===== config.mk =====
export PLATFORM = sky130hd
export DESIGN_NAME = clk_div_sequencer
export DESIGN_NICKNAME = d
export VERILOG_FILES = /design/src/rtl/clk_div_sequencer.sv
export SDC_FILE = /design/constraint.sdc
export NUM_CORES = 1
export LEC_CHECK = 0
export ABC_CLOCK_PERIOD_IN_PS = 14800
export BUFFER_PORTS_ARGS = -buffer_cell sky130_fd_sc_hd__buf_4
export CAP_MARGIN = 10
export CORE_MARGIN = 4
export CORE_UTILIZATION = 45
export DETAILED_ROUTE_END_ITERATION = 10
export PLACE_DENSITY_LB_ADDON = 0.12
export REMOVE_ABC_BUFFERS = 1
export SETUP_SLACK_MARGIN = 0.05
export SLEW_MARGIN = 20
export SYNTH_ARGS = -nofsm -noshare
export SYNTH_HDL_FRONTEND = slang
export SYNTH_SLANG_ARGS = --single-unit

===== constraint.sdc =====
create_clock -name IN_CLK -period 14.8 [get_ports IN_CLK]
set_input_delay 0.74 -clock IN_CLK [delete_from_list [all_inputs] [get_ports IN_CLK]]
set_output_delay 0.74 -clock IN_CLK [all_outputs]
set_load 0.01 [all_outputs]

===== src/rtl/clk_div_sequencer.sv =====
// clk_div_sequencer: programmable clock divider with clean start/stop sequencing,
// period-boundary ratio updates and a period counter. Optional burst mode: CLK_DIV_BURST_EN.
module clk_div_sequencer #(
    parameter int CNT_WIDTH   = 16,
    parameter int DEFAULT_DIV = 15,
    parameter int TICK_WIDTH  = 32
) (
    input  logic                  IN_CLK,
    input  logic                  IN_RESETN,
    input  logic [CNT_WIDTH-1:0]  CFG_DIV,
    input  logic                  CFG_VALID,
    output logic                  CFG_READY,
    output logic                  CFG_ERR,
    input  logic                  START,
    input  logic                  STOP,
`ifdef CLK_DIV_BURST_EN
    input  logic [15:0]           CFG_BURST,
`endif
    output logic                  OUT_CLK,
    output logic                  OUT_CE,
    output logic                  BUSY,
    output logic [TICK_WIDTH-1:0] TICK_COUNT
);

    // state      | meaning
    // S_IDLE     | divider stopped, counter held at 0, outputs low
    // S_RUN      | generating periods continuously
    // S_STOPPING | finishing the current period, then back to S_IDLE
    typedef enum logic [1:0] {
        S_IDLE     = 2'd0,
        S_RUN      = 2'd1,
        S_STOPPING = 2'd2
    } state_t;

    localparam logic [CNT_WIDTH-1:0] C_DEFAULT_DIV = CNT_WIDTH'(DEFAULT_DIV);

    state_t                 r_state;
    state_t                 w_state_nxt;
    logic [CNT_WIDTH-1:0]   r_cnt;
    logic [CNT_WIDTH-1:0]   w_cnt_nxt;
    logic [CNT_WIDTH-1:0]   w_cnt_step;
    logic [CNT_WIDTH-1:0]   r_div;
    logic [CNT_WIDTH-1:0]   w_div_nxt;
    logic [CNT_WIDTH-1:0]   r_shadow;
    logic                   r_pending;
    logic                   r_err;
    logic                   r_out_clk;
    logic                   r_out_ce;
    logic [TICK_WIDTH-1:0]  r_tick;

    logic                   w_cfg_xfer;
    logic                   w_cfg_bad;
    logic                   w_last;
    logic                   w_wrap;
    logic                   w_apply;
    logic [CNT_WIDTH:0]     w_half_nxt;
    logic                   w_run_nxt;
    logic                   w_ce_nxt;
    logic                   w_clk_nxt;
    logic                   w_burst_done;

    // One extra bit keeps the compares correct at the maximum ratio.
    assign w_last     = {1'b0, r_cnt} == ({1'b0, r_div} - (CNT_WIDTH+1)'(1));
    assign w_wrap     = (r_state != S_IDLE) && w_last;
    assign w_cfg_xfer = CFG_VALID && !r_pending;
    assign w_cfg_bad  = CFG_DIV < CNT_WIDTH'(2);
    assign w_apply    = r_pending && ((r_state == S_IDLE) || w_wrap);
    assign w_div_nxt  = w_apply ? r_shadow : r_div;
    assign w_half_nxt = ({1'b0, w_div_nxt} + (CNT_WIDTH+1)'(1)) >> 1;

`ifdef CLK_DIV_BURST_EN
    logic [15:0] r_burst_len;
    logic [15:0] r_ce_cnt;

    assign w_burst_done = (r_burst_len != 16'd0) && (r_ce_cnt >= r_burst_len);

    always_ff @(posedge IN_CLK or negedge IN_RESETN) begin
        if (!IN_RESETN) begin
            r_burst_len <= 16'd0;
            r_ce_cnt    <= 16'd0;
        end else if ((r_state == S_IDLE) && (w_state_nxt == S_RUN)) begin
            r_burst_len <= CFG_BURST;
            r_ce_cnt    <= 16'd1;
        end else if (w_ce_nxt && (r_ce_cnt != 16'hFFFF)) begin
            r_ce_cnt    <= r_ce_cnt + 16'd1;
        end
    end
`else
    assign w_burst_done = 1'b0;
`endif

    always_ff @(posedge IN_CLK or negedge IN_RESETN) begin
        if (!IN_RESETN) begin
            r_state <= S_IDLE;
            r_cnt   <= '0;
        end else begin
            r_state <= w_state_nxt;
            r_cnt   <= w_cnt_nxt;
        end
    end

    always_comb begin
        w_state_nxt = r_state;
        w_cnt_step  = w_last ? '0 : r_cnt + CNT_WIDTH'(1);
        case (r_state)
            S_IDLE: begin
                if (START && !STOP) w_state_nxt = S_RUN;
            end
            S_RUN: begin
                if (STOP || w_burst_done) w_state_nxt = S_STOPPING;
            end
            S_STOPPING: begin
                // A resume keeps the running phase; only a completed period drops to idle.
                if (START && !STOP && !w_burst_done) w_state_nxt = S_RUN;
                else if (w_last)                     w_state_nxt = S_IDLE;
            end
            default: w_state_nxt = S_IDLE;
        endcase
        w_cnt_nxt = ((r_state == S_IDLE) || (w_state_nxt == S_IDLE)) ? '0 : w_cnt_step;
    end

    assign w_run_nxt = (w_state_nxt != S_IDLE);
    assign w_ce_nxt  = w_run_nxt && (w_cnt_nxt == '0);
    assign w_clk_nxt = w_run_nxt && ({1'b0, w_cnt_nxt} < w_half_nxt);

    always_ff @(posedge IN_CLK or negedge IN_RESETN) begin
        if (!IN_RESETN) begin
            r_out_clk <= 1'b0;
            r_out_ce  <= 1'b0;
            r_tick    <= '0;
        end else begin
            r_out_clk <= w_clk_nxt;
            r_out_ce  <= w_ce_nxt;
            if (w_ce_nxt) r_tick <= r_tick + TICK_WIDTH'(1);
        end
    end

    // A transfer cannot coincide with an apply, since transfers need pending low.
    always_ff @(posedge IN_CLK or negedge IN_RESETN) begin
        if (!IN_RESETN) begin
            r_div     <= C_DEFAULT_DIV;
            r_shadow  <= C_DEFAULT_DIV;
            r_pending <= 1'b0;
            r_err     <= 1'b0;
        end else begin
            r_err <= w_cfg_xfer && w_cfg_bad;
            if (w_apply) begin
                r_div     <= r_shadow;
                r_pending <= 1'b0;
            end else if (w_cfg_xfer && !w_cfg_bad) begin
                r_shadow  <= CFG_DIV;
                r_pending <= 1'b1;
            end
        end
    end

    assign CFG_READY  = !r_pending;
    assign CFG_ERR    = r_err;
    assign OUT_CLK    = r_out_clk;
    assign OUT_CE     = r_out_ce;
    assign BUSY       = (r_state != S_IDLE);
    assign TICK_COUNT = r_tick;

endmodule


; Word level (Yosys, flattened, before mapping)
; Index checks and enable logic that the tools add are counted.
[word_totals]
reg_bits = 86
output_inout_bits = 37
input_bits = 21
elab_cells = 49
[classes]
n_lt_le_gt_ge = 2
n_reduce_logical = 20
n_mux = 10
bitwise_logic = 1
add_sub_neg = 4
n_eq_ne = 3
[ops]
columns = op, n
row1 = $mux W16, 3
row2 = $add A32 B1 Y32 const B, 1
row3 = $add A16 B1 Y17 const B, 1
row4 = $eq A16 B17 Y1, 1
row5 = $sub A16 B1 Y17 const B, 1
row6 = $add A16 B1 Y16 const B, 1
row7 = $logic_not A16 Y1, 1
row8 = $lt A16 B16 Y1, 1
row9 = $lt A16 B2 Y1 const B, 1
row10 = $logic_and A1 B1 Y1, 8
row11 = $mux W2, 4
row12 = $pmux W2 S3, 1
row13 = $reduce_bool A2 Y1, 3
row14 = $logic_not A2 Y1, 2
row15 = $logic_not A1 Y1, 3
row16 = $eq A2 B1 Y1 const B, 1
row17 = $eq A2 B2 Y1 const B, 1
row18 = $logic_or A1 B1 Y1, 2
row19 = $mux W1, 2
row20 = $reduce_and A2 Y1, 1
row21 = $not A1 Y1, 1

; Depth between registers and ports, before layout
; Gate-level depths: netlist of run 1.
[logic_depth]
word_depth = 10
depth_mapped = 27
mapped_depth_nobuf = 24

; Worst setup path before layout of run 1
; No wires, ideal clock.
[synth_path]
path_kind = register to register
from = register r_div[0]
to = register r_out_clk (netlist: OUT_CLK)
period_less_slack_ps = 5754
arrival_time_ps = 5660
required_time_ps = 14706
path_slack_ps = 9046
setup_time_ps = 94
path_stages_with_launch = 28
n_path_buf = 3
path_cell_list = dfstp_2 inv_1 ha_1 or4b_4 or3_1 o31ai_1 o221ai_1 or4_4 buf_6 a21o_1 buf_6 clkbuf_1 mux2_2 ha_1 nand2_1 nor2_1 nand4_1 mux2i_1 xnor2_1 ha_1 a21o_1 a21o_1 a21o_1 a21o_1 a21o_1 a21o_1 a211o_1 a211oi_1
[synth_via]
word_cells_on_any_way = 17
cone_classes = 2 x add/sub / 1 x order compare / 1 x eq/ne / 6 x mux / 7 x reduce/logical
[synth_lines]
columns = item, line
row1 = start: declaration, 42  ; logic [CNT_WIDTH-1:0] r_div;
row2 = start signal: assignment, 148  ; r_div <= r_shadow;
row3 = $sub A16 B1 Y17, 63  ; assign w_last = {1'b0, r_cnt} == ({1'b0, r_div} - (CNT_WIDTH+1)'(1));
row4 = $eq A16 B17 Y1, 63
row5 = $logic_and A1 B1 Y1, 64  ; assign w_wrap = (r_state != S_IDLE) && w_last;
row6 = $logic_or A1 B1 Y1, 67  ; assign w_apply = r_pending && ((r_state == S_IDLE) || w_wrap);
row7 = $logic_and A1 B1 Y1, 67
row8 = $mux W16, n/a
row9 = net w_div_nxt[1], 43  ; logic [CNT_WIDTH-1:0] w_div_nxt;
row10 = $add A16 B1 Y17, 69  ; assign w_half_nxt = ({1'b0, w_div_nxt} + (CNT_WIDTH+1)'(1)) >> 1;
row11 = $lt A16 B16 Y1, 124  ; assign w_clk_nxt = w_run_nxt && ({1'b0, w_cnt_nxt} < w_half_nxt);
row12 = $logic_and A1 B1 Y1, 124
row13 = net w_clk_nxt, 59  ; logic w_clk_nxt;
row14 = end signal: assignment, 132  ; r_out_clk <= w_clk_nxt;
row15 = end: declaration, 47  ; logic r_out_clk;
; The timed path passes the listed nets, and every way through them passes these cells.
; A chain may end at the register's enable or synchronous reset.

; Worst setup path after layout of run 1
; Ends and elaborated chain as after synthesis.

==> flow_metrics.py, run 1 <==
metrics = {
    "worst_setup_path": {
        "crit_slowest_cell": "or4b_4",
        "worst-path-max-fanout": 34,
        "required_ns": 15.04,
        "cp_slowest_stage_delay_ns": 0.53,
        "worstRegToRegCells": 25,
        "crit_start": "r_div[0]$_DFF_PN1_",
        "cp.arrival_ns": 6.43,
        "r2r_end": "OUT_CLK$_DFF_PN0_",
        "path_class": "reg -> reg",
        "cpMostUsedCell": "a21o_1",
        "ff2ff_setup_slack_ns": 8.61,
        "r2r_start": "r_div[0]$_DFF_PN1_",
        "crit_end": "OUT_CLK$_DFF_PN0_",
        "crit_path_end_kind": "register",
        "start_kind": "register",
    },
    "layout": {
        "fin_util_pct": 52.2,
        "final_nets": 653,
        "drive_gt1_share_pct": 19.9,
        "area_growth_syn_to_layout_pct": 13.6,
        "diodes": 0,
        "fill_cells": 1143,
    },
    "timing": {
        "period_minus_slack_ns": 6.19,
        "finalCritPeriodShare_pct": 41.8,
        "hold_viol": 0,
        "rsz0062_at_grt": "no",
        "fmax_mhz": 162,
        "max_slew_margin_pct": 48.3,
        "finalSetupTns_ns": 0,
        "clock_skew_ns": 0.00535,
        "tightest_slew_ns": 0.776,
        "finalMaxSlewViolations": 0,
        "setup_viol": 0,
    },
    "clock_network": {
        "post_cts_resized": 0,
        "cts_tree": "built",
        "clkSinkCount": 86,
        "htree_levels": 3,
        "clk_path_buf_depth": 2,
        "cts_made_buffers": 9,
        "clock-root-buffer": "clkbuf_16",
        "clk-insertion-delay-late_ns": 0.34,
        "path_clk_slew_ns": 0.06,
        "post_cts_buffers": 0,
        "postCtsHoldBufs": 0,
    },
    "drt": {
        "drt_iter0_markers": 249,
        "drt-pass1-iter-count": 4,
        "avgViaCountPerCell": 5.73,
        "drcViolationCount": 0,
        "vias": 4381,
        "ant_nets": 0,
        "wire_per_inst_um": 17.4,
        "wl_um": 13300,
    },
    "global_route": {
        "grt_usage_pct": 19.6,
        "grt_pass1_vias": 4373,
        "grt_max_degree": 58,
        "antenna_found_initial": 0,
        "grt_first_pass_wirelength_um": 22400,
        "overflow": 0,
    },
    "yosys": {
        "ys_seq_elements": 86,
        "syn-cell-area_mm2": 0.00552,
        "synth_edf_count": 0,
        "ys_types": 58,
        "synth_flop_cell": "dfrtp_1",
        "async_flop_share_pct": 100,
        "ys_seq_area_share_pct": 39.2,
        "ys_warn_count": 0,
        "synthCells": 576,
        "synth_area_per_cell_um2": 9.58,
    },
    "place": {
        "dpl.hpwl_um": 10000,
        "portBuffers": 57,
        "gp_congestion": 0.889,
    },
    "floorplan": {
        "core_area_mm2": 0.0120,
        "die_w_um": 119,
        "die_h_um": 119,
        "start_util_pct": 45.9,
        "dieArea_mm2": 0.0141,
        "rows": 40,
        "num_io_pins": 58,
    },
    "flow_run": {
        "drv_cap": 0,
    },
    "power_and_ir_drop": {
        "power_density_mw_per_mm2": 150,
        "max-vdd-ir-drop_mv": 0.0811,
        "leakage_nw": 2.91,
    },
    "worst_hold_path": {
        "holdCritPathClass": "in -> async",
    },
    "status": {
        "status": "finished clean",
    },
}
==> critical path: cells and delay by family, from the launching register on <==
family / cells / cell delay (ns)
AOI/OAI and AO/OA: 11 / 2.06
adders and majority gates: 3 / 0.74
and+or+nand+nor: 6 / 1.83
buffers and inverters: 2 / 0.33
xor gates and xnor gates: 1 / 0.18
muxes: 2 / 0.54
DFF: 1 / 0.39
==> cells in the final DEF (no fill, tap or decap), types with 8 or more instances in the layout <==
master and n:
nor2_1 46, o21ai_0 11, mux2_2 23, dfstp_2 8, nand2_1 35, xor2_1 49, ha_1 19, clkbuf_16 9
buf_4 60, nor4_1 15, xnor2_1 30, and3_1 12, dfrtp_1 78, mux2i_1 16, nor3_1 38, nand3_1 30
nand4_1 23, inv_1 20
==> layout make-up <==
type	count	area (um^2)	share of cell area, %
clock buffers	11	243	3.87
inverters	20	75.1	1.20
repair buffers	60	450	7.19
well taps	147	184	2.94
clock inverters	4	55.1	0.879
multi-input cells	436	3100	49.4
flip-flops and latches	86	2160	34.5
==> through the flow <==
step | hold WS [ns] | cell area (um^2) | setup slack, ns | cells | total power, W
global placement | 0.460 | 5970 | 8.80 | 749 | 0.000703
detailed placement | 0.466 | 5970 | 8.64 | 749 | 0.000712
floorplan | 0.430 | 5330 | 8.88 | 542 | 0.000595
finish | 0.319 | 6260 | 8.61 | 764 | 0.000939
global route | 0.349 | 6260 | 8.26 | 764 | 0.00100
CTS | 0.333 | 6260 | 8.61 | 764 | 0.000944
==> how the worst min path moves through the flow <==
stage | depth (start not counted) | start | to | slack [ns]
global route | 1 | IN_RESETN | r_cnt[1]$_DFF_PN0_ | 0.35
global placement | 1 | TICK_COUNT[31]$_DFFE_PN0P_ | TICK_COUNT[31]$_DFFE_PN0P_ | 0.46
detailed placement | 1 | TICK_COUNT[31]$_DFFE_PN0P_ | TICK_COUNT[31]$_DFFE_PN0P_ | 0.47
floorplan | 1 | r_pending$_DFFE_PN0P_ | CFG_ERR$_DFF_PN0_ | 0.43
finish | 1 | IN_RESETN | r_cnt[1]$_DFF_PN0_ | 0.32
CTS | 1 | IN_RESETN | r_cnt[2]$_DFF_PN0_ | 0.33
==> cells by family (layout without fill, tap and decap cells) <==
kind of cell	Yosys count	after routing	synth area share, %
AO/OA/AOI/OAI	53	53	6.69
XOR/XNOR	79	79	12.5
adder cells (fa/ha/maj)	19	19	4.31
buffers and inverters	54	95	4.69
flip-flops	86	86	39.2
multiplexers	45	45	9.23
AND/OR/NAND/NOR	240	240	23.3
==> metal layers <==
metal  global-route usage (%)  vias up  part of all wire (%)
li1                         -     2128                     -
met1                     28.7     2136                    50
met2                     29.8       95                    45
met3                     2.78       22                   3.6
met4                     6.44        0                   1.9
met5                        0        -                     0
==> synthesized netlist by cell type (all sizes together), types with 11 or more instances <==
cell     n  area [um^2]
dfrtp   78         1950
buf     16          116
mux2i   16          160
mux2    29          349
nor2    46          173
xor2    49          429
nor4    16          115
nor3    38          190
nand3   30          150
clkbuf  18         67.6
nand2   35          131
inv     20         75.1
and3    12         75.1
xnor2   30          263
ha      19          238
nand4   23          144
o21ai   11         55.1
==> sequential cells by signal (all words and copies together), names as in the netlist <==
register	flops
CFG_ERR	1
r_cnt	16
OUT_CLK	1
r_shadow	16
r_state	2
r_pending	1
OUT_CE	1
TICK_COUNT	32
r_div	16
==> report_power, final <==
group	internal, W	total, W	switching [W]
Combinational	0.000155	0.000335	0.000179
Sequential	0.000291	0.000375	0.0000839
Clock	0.000135	0.000230	0.0000943
Power figures use the tool's default switching activity.
==> run 2: changes to the inputs <==
- ABC_CLOCK_PERIOD_IN_PS: 14800 -> 6500
- clock period: 14.8 -> 6.5 ns (I/O delays scaled with it)
==> run 2 against run 1 <==
Final area fell by 0.18%. Via count shrank 0.14%. Setup slack worse by 8.0 ns. Power increased by 120%. Sequential power up 130%. Final cell count grew 0.26%. Non-clock buffer count grew 1. Critical path type unchanged. Largest power group unchanged.
==> flow_metrics.py, run 2 (synthesis results as in run 1) <==
metrics = {
    "global_route": {
        "antenna_found_initial": 0,
        "grt_max_degree": 59,
        "met2_usage_pct": 29.0,
        "met1_usage_pct": 28.4,
        "grt_first_pass_wirelength_um": 22100,
        "grt_busiest_layer": "met2",
        "overflow": 0,
        "grt_usage_pct": 19.4,
        "grt_pass1_vias": 4354,
        "met3_usage_pct": 3.44,
    },
    "timing": {
        "hold_viol": 0,
        "setup_ws_ns": 0.606,
        "clock_skew_ns": 0.00568,
        "finalCritPeriodShare_pct": 90.7,
        "finalMaxSlewViolations": 0,
        "period_minus_slack_ns": 5.89,
        "setup_viol": 0,
        "finalSetupTns_ns": 0,
        "rsz0062_at_grt": "no",
        "tightest_slew_ns": 0.744,
        "max_slew_margin_pct": 50.4,
        "fmax_mhz": 170,
    },
    "worst_hold_path": {
        "holdCritPathClass": "in -> reg",
        "worstHoldStart": "STOP",
    },
    "power_and_ir_drop": {
        "max-vdd-ir-drop_mv": 0.203,
        "leakage_nw": 2.92,
        "power_density_mw_per_mm2": 335,
        "power_w": 0.00210,
    },
    "status": {
        "status": "finished clean",
    },
    "layout": {
        "largest_reg_flops": 32,
        "layout.cells.most_common": "dfrtp_1",
        "final_nets": 654,
        "drive_gt1_share_pct": 20.2,
        "diodes": 0,
        "layout_common_cells": "dfrtp_1 (78), buf_4 (60), xor2_1 (49), nor2_1 (46), nor3_1 (38)",
        "area_growth_syn_to_layout_pct": 13.4,
        "fill_cells": 1135,
    },
    "floorplan": {
        "rows": 40,
        "num_io_pins": 58,
        "die_w_um": 119,
        "core_area_mm2": 0.0120,
        "die_h_um": 119,
        "dieArea_mm2": 0.0141,
        "start_util_pct": 45.9,
    },
    "flow_run": {
        "drv_cap": 0,
    },
    "clock_network": {
        "htree_levels": 3,
        "clk-insertion-delay-late_ns": 0.34,
        "cts_tree": "built",
        "clk_path_buf_depth": 2,
        "cts_made_buffers": 9,
        "post_cts_buffers": 0,
        "clock-root-buffer": "clkbuf_16",
        "clkSinkCount": 86,
        "path_clk_slew_ns": 0.06,
    },
    "drt": {
        "drt_iter0_markers": 289,
        "drcViolationCount": 0,
        "wl_um": 13300,
        "drt-pass1-iter-count": 4,
        "ant_nets": 0,
        "avgViaCountPerCell": 5.71,
        "vias": 4375,
        "wire_per_inst_um": 17.4,
    },
    "place": {
        "dpl.hpwl_um": 9890,
        "pre_cts_ws_ns": 0.635,
        "gp_congestion": 0.900,
        "portBuffers": 57,
    },
    "worst_setup_path": {
        "crit_path_end_kind": "register",
        "start_kind": "register",
        "path_class": "reg -> reg",
        "worst-path-max-fanout": 8,
        "cp.arrival_ns": 6.15,
        "ff2ff_setup_slack_ns": 0.61,
        "worstRegToRegCells": 24,
        "r2r_end": "OUT_CLK$_DFF_PN0_",
        "required_ns": 6.75,
        "crit_start": "r_div[0]$_DFF_PN1_",
        "crit_end": "OUT_CLK$_DFF_PN0_",
        "r2r_start": "r_div[0]$_DFF_PN1_",
    },
}
[run 2: cell count changes in the layout (fill, tap and decap cells not counted), sizes merged]
cell and change:
bufinv -1, clkbuf -1, clkinv +5, clkinvlp -1
dlygate4sd3 +1, inv -1
[run 2: metrics by stage]
step	util (%)	cells	area [um^2]	hold WS, ns
final	52.1	766	6250	0.134
after detailed placement	49.7	749	5970	0.278
after floorplan	-	542	5330	0.0294
after global placement	49.7	749	5970	0.277
after global routing	52.1	766	6250	0.121
after CTS	52.1	766	6250	0.120
[run 2: critical path: stages (launching register included)]
cell and delay, ns:
dfstp_2 0.39, inv_1 0.06, ha_1 0.19, or4b_4 0.53, or3_1 0.36, o31ai_1 0.25
o221ai_1 0.16, or4_4 0.52, a21o_1 0.23, mux2_2 0.24, ha_1 0.29, nand2_1 0.10
nor2_1 0.16, nand4_1 0.20, mux2i_1 0.20, xnor2_1 0.18, ha_1 0.29, a21o_1 0.16
a21o_1 0.17, a21o_1 0.16, a21o_1 0.17, a21o_1 0.17, a21o_1 0.17, a211o_1 0.28
a211oi_1 0.16
[run 2: where the power goes]
part           total, W  internal [W]  switching, W
clock          0.000485      0.000268      0.000217
sequential     0.000852      0.000663      0.000189
combinational  0.000759      0.000355      0.000404
[run 2: how the worst min path moves through the flow]
| stage | to | slack (ns) | cells after the start |
|---|---|---|---|
| 2_1_floorplan | CFG_ERR$_DFF_PN0_ | 0.03 | 0 |
| 3_3_place_gp | r_cnt[1]$_DFF_PN0_ | 0.28 | 1 |
| 3_5_place_dp | r_cnt[1]$_DFF_PN0_ | 0.28 | 1 |
| 4_1_cts | r_state[0]$_DFF_PN0_ | 0.12 | 2 |
| 5_1_grt | r_state[0]$_DFF_PN0_ | 0.12 | 2 |
| 6_report | r_state[0]$_DFF_PN0_ | 0.13 | 2 |
[run 2: timing repair]
item	CTS	global route
resized for setup	0	0
hold buffers	1	0
hold endpoints to repair	20	0
[run 2: layout make-up]
type / count / area, um^2 / area share (%)
clock buffer: 10 / 239 / 3.82
inverter: 20 / 75.1 / 1.20
sequential: 86 / 2160 / 34.6
timing repair buffer: 61 / 460 / 7.36
tap: 147 / 184 / 2.94
multi-input combinational: 436 / 3100 / 49.5
clock inverter: 6 / 37.5 / 0.600
[run 2: routing by layer]
metal  wire [um]  part of all wire (%)  vias up
met5           0                     0        -
met4         224                   1.7        0
met3         654                   4.9       16
met2        5850                    44       92
met1        6610                    50     2133
li1            -                     -     2134
==> run 3: changes to the inputs <==
- GPL_TIMING_DRIVEN: default -> 0
==> run 3 against run 2 <==
Non-clock buffer count rose by 5. Clock skew rose by 0.0038 ns. Utilization is 0.76 points higher. Combinational power up 2%. Via count is 0.82% higher. Die area did not move. Critical path depth unchanged. Fmax fell by 2.3%. Setup slack lost 0.14 ns. Largest cell class unchanged. Critical path type unchanged. Register-to-register slack got worse by 0.14 ns.
==> flow_metrics.py, run 3 (synthesis results as in run 1) <==
metrics = {
    "timing": {
        "setup_viol": 0,
        "finalSetupTns_ns": 0,
        "period_minus_slack_ns": 6.03,
        "finalCritPeriodShare_pct": 92.8,
        "rsz0062_at_grt": "no",
        "clock_skew_ns": 0.00945,
        "tightest_slew_ns": 0.798,
        "fmax_mhz": 166,
        "hold_viol": 0,
        "finalMaxSlewViolations": 0,
        "max_slew_margin_pct": 46.8,
    },
    "layout": {
        "diodes": 0,
        "largest_reg_flops": 32,
        "area_growth_syn_to_layout_pct": 15.0,
        "final_nets": 660,
        "drive_gt1_share_pct": 21.0,
        "layout.cells.most_common": "dfrtp_1",
        "layout_common_cells": "dfrtp_1 (78), buf_4 (65), xor2_1 (49), nor2_1 (46), nor3_1 (38)",
    },
    "power_and_ir_drop": {
        "leakage_nw": 2.95,
        "power_frac_seq_pct": 39.0,
        "power_w": 0.00218,
        "power_density_mw_per_mm2": 343,
        "switching_share_pct": 37.0,
        "p_comb_share_pct": 35.7,
        "clock_power_share_pct": 25.3,
        "max-vdd-ir-drop_mv": 0.204,
        "p_sw_w": 0.000805,
        "p_int_w": 0.00137,
    },
    "worst_setup_path": {
        "cp_slowest_stage_delay_ns": 0.54,
        "r2r_start": "r_div[0]$_DFF_PN1_",
        "worstRegToRegCells": 24,
        "crit_slowest_cell": "or4b_4",
        "cp.arrival_ns": 6.27,
        "ff2ff_setup_slack_ns": 0.47,
        "crit_path_end_kind": "register",
        "cpMostUsedCell": "a21o_1",
        "crit_buf_inv": 1,
        "worst-path-max-fanout": 9,
        "r2r_end": "OUT_CLK$_DFF_PN0_",
        "crit_family": "compound AO/OA/AOI/OAI gates",
        "crit_chain": "inv_1, ha_1, or4b_4, or3_1, o31ai_1, o221ai_1, or4_4, a21o_4, mux2_2, ha_2, nand2_1, nor2_1, nand4_1, mux2i_1, xnor2_1, ha_1, a21o_1, a21o_1, a21o_1, a21o_1, a21o_1, a21o_1, a211o_1, a211oi_1",
        "required_ns": 6.74,
        "start_kind": "register",
        "path_class": "reg -> reg",
    },
    "clock_network": {
        "clk-insertion-delay-late_ns": 0.34,
        "path_clk_slew_ns": 0.06,
        "postCtsHoldBufs": 0,
        "cts_tree": "built",
        "clkSinkCount": 86,
        "htree_levels": 3,
        "cts_made_buffers": 9,
        "clock-root-buffer": "clkbuf_16",
        "clk_path_buf_depth": 2,
    },
    "global_route": {
        "met1_usage_pct": 27.9,
        "grt_busiest_layer": "met2",
        "met3_usage_pct": 3.35,
        "antenna_found_initial": 0,
        "grt_usage_pct": 19.1,
        "overflow": 0,
        "grt_pass1_vias": 4350,
        "grt_max_degree": 87,
        "met2_usage_pct": 28.4,
        "grt_first_pass_wirelength_um": 22000,
    },
    "floorplan": {
        "dieArea_mm2": 0.0141,
        "core_area_mm2": 0.0120,
        "rows": 40,
        "die_w_um": 119,
        "die_h_um": 119,
        "num_io_pins": 58,
        "start_util_pct": 45.9,
    },
    "drt": {
        "wl_um": 13100,
        "ant_nets": 0,
        "vias": 4411,
        "drt_iter0_markers": 225,
        "wire_per_inst_um": 17.0,
        "drt-pass1-iter-count": 5,
        "avgViaCountPerCell": 5.71,
        "drcViolationCount": 0,
    },
    "flow_run": {
        "drv_cap": 0,
    },
    "place": {
        "portBuffers": 57,
        "gp_congestion": 0.858,
        "dpl.hpwl_um": 9590,
    },
    "worst_hold_path": {
        "holdCritPathClass": "in -> async",
    },
    "status": {
        "status": "finished clean",
    },
}
[run 3: layout make-up]
| cell class | instances | area, um^2 |
|---|---|---|
| tap | 147 | 184 |
| clock buffer | 12 | 236 |
| sequential | 86 | 2160 |
| fill | 1136 | 5670 |
| timing repair buffer | 66 | 499 |
| multi-input combinational | 437 | 3110 |
| inverter | 20 | 75.1 |
| clock inverter | 4 | 73.8 |
[run 3: worst max-delay path by stage]
stage                             startpoint                 to  cells after the start
after floorplan           r_div[0]$_DFF_PN1_  OUT_CLK$_DFF_PN0_                     24
after global placement    r_div[0]$_DFF_PN1_  OUT_CLK$_DFF_PN0_                     24
after detailed placement  r_div[0]$_DFF_PN1_  OUT_CLK$_DFF_PN0_                     24
after CTS                 r_div[0]$_DFF_PN1_  OUT_CLK$_DFF_PN0_                     24
after global routing      r_div[0]$_DFF_PN1_  OUT_CLK$_DFF_PN0_                     24
final                     r_div[0]$_DFF_PN1_  OUT_CLK$_DFF_PN0_                     24
[run 3: power by group through the flow]
stage               Clock, W  Combinational (W)  Sequential (W)
global placement           0           0.000728        0.000849
global route        0.000582           0.000866        0.000877
CTS                 0.000559           0.000760        0.000846
detailed placement         0           0.000755        0.000856
finish              0.000551           0.000776        0.000848
floorplan                  0           0.000543        0.000813
[run 3: metal layers]
| metal | vias up | wire length, um |
|---|---|---|
| met5 | - | 0 |
| met4 | 0 | 240 |
| met3 | 17 | 423 |
| li1 | 2152 | - |
| met1 | 2151 | 6550 |
| met2 | 91 | 5930 |
[run 3: per-stage QoR]
stage                     utilization (%)  instances  setup WS [ns]  hold WS (ns)  area [um^2]
after floorplan                         -        542          0.579        0.0294         5330
after global placement               49.5        746         -0.145         0.457         5940
after detailed placement             49.7        749          0.149         0.453         5970
after CTS                            52.3        765          0.111         0.134         6280
after global routing                 52.8        772         0.0922         0.109         6340
final                                52.8        772          0.469        0.0317         6340
[run 3: repair_timing]
item / in CTS / in global routing
buffers inserted: 0 / 6
endpoints found under the setup margin: 0 / 1
gates resized for setup: 0 / 2
[run 3: worst reg2reg max path, delay by kind of cell (launching register included)]
family          cells  cell delay [ns]
compound gates     11             2.16
buf+inv             1             0.07
mux                 2             0.50
simple gates        6             1.92
flops               1             0.40
xor+xnor            1             0.17
fa+ha+maj           3             0.73
